==> src/rtl/dbus_sram_bridge.sv <==
// Polaris D-port responder: runs one sized load/store as 1-4 halfword beats on a
// 16-bit asynchronous SRAM and returns an extended, registered result with dack_o.
module dbus_sram_bridge #(
    parameter int ADDR_W = 19,
    parameter int WAIT   = 1
) (
    input  logic              clk_i,
    input  logic              reset_i,
    input  logic              dcyc_i,
    input  logic              dstb_i,
    input  logic              dwe_i,
    input  logic [1:0]        dsiz_i,
    input  logic              dsigned_i,
    input  logic [63:0]       dadr_i,
    input  logic [63:0]       ddat_i,
    output logic [63:0]       ddat_o,
    output logic              dack_o,
    output logic [ADDR_W-1:0] sadr_o,
    output logic [15:0]       sdat_o,
    input  logic [15:0]       sdat_i,
    output logic              soe_o,
    output logic              swe_o,
    output logic [1:0]        sbe_o
);

    typedef enum logic [1:0] {IDLE, BEAT, ACK} state_t;

    localparam logic [3:0] WaitLast = 4'(WAIT);

    state_t            state_q;
    logic              we_q, sgn_q, lane_q;
    logic [1:0]        siz_q, lastBeat_q, beat_q;
    logic [3:0]        wait_q;
    logic [63:0]       wdat_q, asm_q;
    logic [ADDR_W-1:0] base_q, sadr_q;
    logic [15:0]       sdat_q;
    logic              soe_q, swe_q, dack_q;
    logic [1:0]        sbe_q;
    logic [63:0]       ddat_q;

    logic [ADDR_W-1:0] reqBase_d;
    logic [1:0]        reqLast_d, beatNext_d;
    logic [15:0]       rdHalf_d;
    logic [63:0]       asm_d, ext_d;
    logic              unusedAdrBits;

    assign unusedAdrBits = ^dadr_i[63:ADDR_W+1];

    // Byte stores replicate the byte on both lanes; the lane enables pick the real one.
    function automatic logic [15:0] beatData(input logic [63:0] dat, input logic [1:0] siz,
                                             input logic [1:0] beat);
        if (siz == 2'b00) return {dat[7:0], dat[7:0]};
        return dat[{beat, 4'b0000} +: 16];
    endfunction

    always_comb begin
        reqBase_d = dadr_i[ADDR_W:1];
        case (dsiz_i)
            2'b10:   reqBase_d[0]   = 1'b0;
            2'b11:   reqBase_d[1:0] = 2'b00;
            default: ;
        endcase
        case (dsiz_i)
            2'b10:   reqLast_d = 2'd1;
            2'b11:   reqLast_d = 2'd3;
            default: reqLast_d = 2'd0;
        endcase
        beatNext_d = beat_q + 2'd1;
        rdHalf_d   = sdat_i;
        if (siz_q == 2'b00) rdHalf_d = {8'h00, lane_q ? sdat_i[15:8] : sdat_i[7:0]};
        asm_d = asm_q;
        asm_d[{beat_q, 4'b0000} +: 16] = rdHalf_d;
        // asm_d includes the halfword arriving this edge, so the final beat can be acked directly.
        case (siz_q)
            2'b00:   ext_d = {{56{sgn_q & asm_d[7]}},  asm_d[7:0]};
            2'b01:   ext_d = {{48{sgn_q & asm_d[15]}}, asm_d[15:0]};
            2'b10:   ext_d = {{32{sgn_q & asm_d[31]}}, asm_d[31:0]};
            default: ext_d = asm_d;
        endcase
    end

    always_ff @(posedge clk_i) begin
        if (reset_i) begin
            state_q    <= IDLE;
            we_q       <= 1'b0;
            sgn_q      <= 1'b0;
            lane_q     <= 1'b0;
            siz_q      <= 2'b00;
            lastBeat_q <= 2'd0;
            beat_q     <= 2'd0;
            wait_q     <= 4'd0;
            wdat_q     <= 64'h0;
            asm_q      <= 64'h0;
            base_q     <= '0;
            sadr_q     <= '0;
            sdat_q     <= 16'h0;
            soe_q      <= 1'b0;
            swe_q      <= 1'b0;
            sbe_q      <= 2'b00;
            dack_q     <= 1'b0;
            ddat_q     <= 64'h0;
        end else begin
            case (state_q)
                IDLE: begin
                    dack_q <= 1'b0;
                    ddat_q <= 64'h0;
                    if (dcyc_i && dstb_i) begin
                        we_q       <= dwe_i;
                        sgn_q      <= dsigned_i;
                        lane_q     <= dadr_i[0];
                        siz_q      <= dsiz_i;
                        lastBeat_q <= reqLast_d;
                        wdat_q     <= ddat_i;
                        base_q     <= reqBase_d;
                        beat_q     <= 2'd0;
                        wait_q     <= 4'd0;
                        asm_q      <= 64'h0;
                        sadr_q     <= reqBase_d;
                        sdat_q     <= dwe_i ? beatData(ddat_i, dsiz_i, 2'd0) : 16'h0;
                        soe_q      <= ~dwe_i;
                        swe_q      <= dwe_i;
                        sbe_q      <= (dsiz_i == 2'b00) ? (dadr_i[0] ? 2'b10 : 2'b01) : 2'b11;
                        state_q    <= BEAT;
                    end
                end
                BEAT: begin
                    if (wait_q == WaitLast) begin
                        wait_q <= 4'd0;
                        if (!we_q) asm_q <= asm_d;
                        if (beat_q == lastBeat_q) begin
                            soe_q   <= 1'b0;
                            swe_q   <= 1'b0;
                            sbe_q   <= 2'b00;
                            sdat_q  <= 16'h0;
                            dack_q  <= 1'b1;
                            ddat_q  <= we_q ? 64'h0 : ext_d;
                            state_q <= ACK;
                        end else begin
                            beat_q <= beatNext_d;
                            sadr_q <= base_q + {{(ADDR_W-2){1'b0}}, beatNext_d};
                            sdat_q <= we_q ? beatData(wdat_q, siz_q, beatNext_d) : 16'h0;
                        end
                    end else begin
                        wait_q <= wait_q + 4'd1;
                    end
                end
                ACK: begin
                    dack_q  <= 1'b0;
                    ddat_q  <= 64'h0;
                    state_q <= IDLE;
                end
                default: state_q <= IDLE;
            endcase
        end
    end

    assign ddat_o = ddat_q;
    assign dack_o = dack_q;
    assign sadr_o = sadr_q;
    assign sdat_o = sdat_q;
    assign soe_o  = soe_q;
    assign swe_o  = swe_q;
    assign sbe_o  = sbe_q;

endmodule

==> config.mk <==
export PLATFORM = sky130hd
export DESIGN_NAME = dbus_sram_bridge
export DESIGN_NICKNAME = d
export VERILOG_FILES = /design/src/rtl/dbus_sram_bridge.sv
export SDC_FILE = /design/constraint.sdc
export NUM_CORES = 1
export LEC_CHECK = 0
export BUFFER_PORTS_ARGS = -buffer_cell sky130_fd_sc_hd__buf_2
export CORE_MARGIN = 3
export CORE_UTILIZATION = 30
export CTS_BUF_LIST = sky130_fd_sc_hd__clkbuf_16
export CTS_CLUSTER_DIAMETER = 80
export DETAILED_ROUTE_END_ITERATION = 8
export PLACE_DENSITY = 0.56
export SYNTH_ARGS = -nofsm -noshare
export SYNTH_HDL_FRONTEND = slang
export SYNTH_SLANG_ARGS = --single-unit
==> constraint.sdc <==
create_clock -name clk_i -period 3.3 [get_ports clk_i]
set_clock_uncertainty 0.1 [all_clocks]
set_input_delay 0.165 -clock clk_i [delete_from_list [all_inputs] [get_ports clk_i]]
set_output_delay 0.165 -clock clk_i [all_outputs]
set_load 0.005 [all_outputs]
==> results.py <==
metrics = {
    "floorplanning": {
        "die-width_um": 201.1,
        "fp-row-count": 70,
        "dieHeight_um": 201.1,
        "start_util_pct": 30.82,
        "io_pins": 256,
        "core_area_um2": 37050,
        "die_area_um2": 40440,
    },
    "logic_synthesis": {
        "synth_area_leader_cell": "dfxtp_1",
        "synth_cell_types": 55,
        "yosysWarningCount": 0,
        "yosys-top-cells-count": "266 x dfxtp_1, 243 x nand2_1, 156 x a21oi_1",
        "yosysMostFrequentCell": "dfxtp_1",
        "synth-edff-count": 0,
        "yosysTopAreaCellShare_pct": 46.63,
        "synth-seq-cells": 266,
        "yosysSeqAreaShare_pct": 46.63,
        "synth_ff_type": "dfxtp_1",
        "synth_nets": 1492,
        "synthTopCellsByArea": "dfxtp_1 47%, nand2_1 8.0%, a21oi_1 6.8%",
        "syn_inst": 1330,
        "synth_area_um2": 11420,
        "avgSynthCellArea_um2": 8.586,
        "async_reset_ff_share_pct": 0,
    },
    "sta": {
        "period_needed_ns": 3.049,
        "maxSlewViolCount": 0,
        "rsz0062_at_grt": "no",
        "finalHoldViolCount": 0,
        "fin_crit_sh_pct": 92.39,
        "setup_tns_ns": 0,
        "setup_violations": 0,
        "worst_slew_pin_slew_ns": 1.084,
        "clock.fmax_ghz": 0.3280,
        "relSlewSlack_pct": 27.44,
    },
    "worst_setup_path": {
        "crit_family": "simple AND/OR/NAND/NOR gates",
        "cp-start-kind": "register",
        "crit_arrival_ns": 3.45,
        "criticalPathCategory": "reg -> reg",
        "r2r_setup_slack_ns": 0.25,
        "cpPeakStageDelay_ns": 0.63,
        "crit_fanout": 32,
        "crit_chain": "ha_1, or3b_4, or4_4, or3_1, a311oi_4, buf_4, a22o_1",
        "cp_slowest_cell": "or4_4",
        "crit_buf_inv": 1,
        "worstPathRequired_ns": 3.70,
        "cp-end-kind": "register",
    },
    "global_routing": {
        "gr-total-overflow": 0,
        "grt_pass1_vias": 10562,
        "grt_max_degree": 85,
        "antenna_found_initial": 0,
        "grt_pass1_wl_mm": 59.84,
        "grt_use_total_pct": 18.01,
    },
    "clocking": {
        "cts_root_buf": "clkbuf_16",
        "postCtsHoldBufs": 100,
        "postCtsSetupRepairBufs": 0,
        "clk_latency_ns": 0.57,
        "cts-resized-gates": 0,
        "cts_tree": "yes",
        "cts_buffer_depth": 3,
        "cts_num_sinks": 266,
        "clkTransAtPathRegs_ns": 0.06,
        "htreeDepth": 1,
        "cts_buffers": 30,
    },
    "placed_design": {
        "globalplace.congestion": 0.8129,
        "dp_hpwl_mm": 25.57,
        "port_buffers": 211,
    },
    "cells_and_area": {
        "nets": 1762,
        "drive_gt1_share_pct": 20.75,
        "synthToLayoutAreaGrowth_pct": 32.88,
        "fillCellCount": 3714,
        "diodes": 0,
    },
    "routing": {
        "drt-initial-drc-count": 659,
        "drt-total-wl_mm": 37.61,
        "wl_per_cell_um": 17.67,
        "post_drt_via_cell_ratio": 5.119,
        "post-route-drc-count": 0,
        "vias": 10893,
        "drt_pre_antenna_iters": 5,
        "drtAntennaViolNets": 0,
    },
    "pwr": {
        "p_per_area_nw_per_um2": 630.1,
        "ir_drop_v": 0.0004056,
        "leakagePower_nw": 6.116,
        "finalPower_w": 0.009561,
    },
    "flow_run": {
        "drv_cap": 0,
    },
    "outcome": {
        "status": "complete, no violations",
    },
    "hold_path": {
        "hold_class": "in -> reg",
    },
}
worst min-delay path, stage by stage:
cell and delay (ns):
buf_2 0.07, mux2_2 0.26, a22oi_1 0.09, nor2_1 0.07
layer usage:
layer  part of all wire [%]  routed length (µm)  track usage, %  up-vias
met1                     45               17020           24.64     5148
met4                    2.2                 834           4.241        0
met3                    6.7                2503           3.737       50
met2                     46               17250           29.27      348
li1                       -                   -               -     5347
met5                      0                   0               0        -
where the power goes:
group,switching [W],internal (W)
Clock,0.00140,0.00233
Combinational,0.00132,0.000808
Sequential,0.000206,0.00350
sequential cells by signal, indices dropped and copies added, names as in the netlist, 2 cells and up:
| signal | flops |
|---|---|
| beat_q | 2 |
| state_q | 2 |
| sbe_o | 2 |
| siz_q | 2 |
| lastBeat_q | 2 |
| sadr_o | 19 |
| asm_q | 64 |
| base_q | 19 |
| wdat_q | 64 |
| ddat_o | 64 |
| wait_q | 4 |
| sdat_o | 16 |
layout make-up:
cell class | count | area, µm² | share of cell area (%)
sequential | 266 | 5325 | 35.09
timing repair buffer | 350 | 2431 | 16.02
clock inverter | 25 | 330.3 | 2.177
inverter | 14 | 52.55 | 0.3463
clock buffer | 31 | 775.7 | 5.112
tap | 504 | 630.6 | 4.156
multi-input combinational | 938 | 5629 | 37.10
cell usage in the layout, fill, tap and decap left out, drive strengths merged, types with 5 or more instances in the layout:
| cell type | n |
|---|---|
| a32oi | 16 |
| nand2 | 243 |
| o21ai | 22 |
| buf | 250 |
| nand2b | 5 |
| a211oi | 20 |
| inv | 15 |
| a221o | 32 |
| clkinv | 13 |
| dlygate4sd3 | 100 |
| a21oi | 156 |
| dfxtp | 266 |
| o22ai | 16 |
| xnor2 | 10 |
| nand3 | 13 |
| a31oi | 11 |
| mux4 | 8 |
| and3 | 5 |
| nor2b | 6 |
| a22oi | 48 |
| bufinv | 8 |
| mux2 | 16 |
| a211o | 9 |
| nor2 | 126 |
| mux2i | 8 |
| clkbuf | 31 |
| a32o | 8 |
| a21o | 15 |
| nor3 | 19 |
| ha | 9 |
| nand3b | 6 |
| a22o | 62 |
| nor3b | 6 |
per-stage QoR:
stage | hold slack, ns | cells | worst slack, ns | area, µm² | util, %
floorplan | 0.2010 | 1330 | 0.4131 | 11420 | -
global placement | 0.3069 | 1972 | 0.3020 | 13070 | 35.27
detailed placement | 0.3099 | 1972 | 0.2611 | 13070 | 35.27
CTS | 0.02205 | 2128 | 0.2313 | 15170 | 40.96
global route | 0.05241 | 2128 | 0.1145 | 15170 | 40.96
finish | 0.04434 | 2128 | 0.2511 | 15170 | 40.96
cell families (layout without fill, tap and decap cells):
family | count (synthesis) | after routing | share of synthesized area [%]
XOR/XNOR | 13 | 13 | 0.9970
buffers and inverters | 126 | 420 | 4.415
multiplexers | 32 | 32 | 3.857
AO/OA/AOI/OAI | 430 | 430 | 26.13
adder cells (fa/ha/maj) | 10 | 10 | 1.161
flip-flops | 266 | 266 | 46.63
AND/OR/NAND/NOR | 453 | 453 | 16.81
final timing paths:
check	startpoint	endpoint	depth (start not counted)
worst max register to register	wait_q[0]	ddat_o[32]	7
worst min-delay path	sdat_i[4]	asm_q[52]	4
worst max-delay path	wait_q[0]	ddat_o[32]	7
worst min register to register	ddat_o[29]	ddat_o[29]	1
No activity file was read; power rests on OpenSTA's default activity.
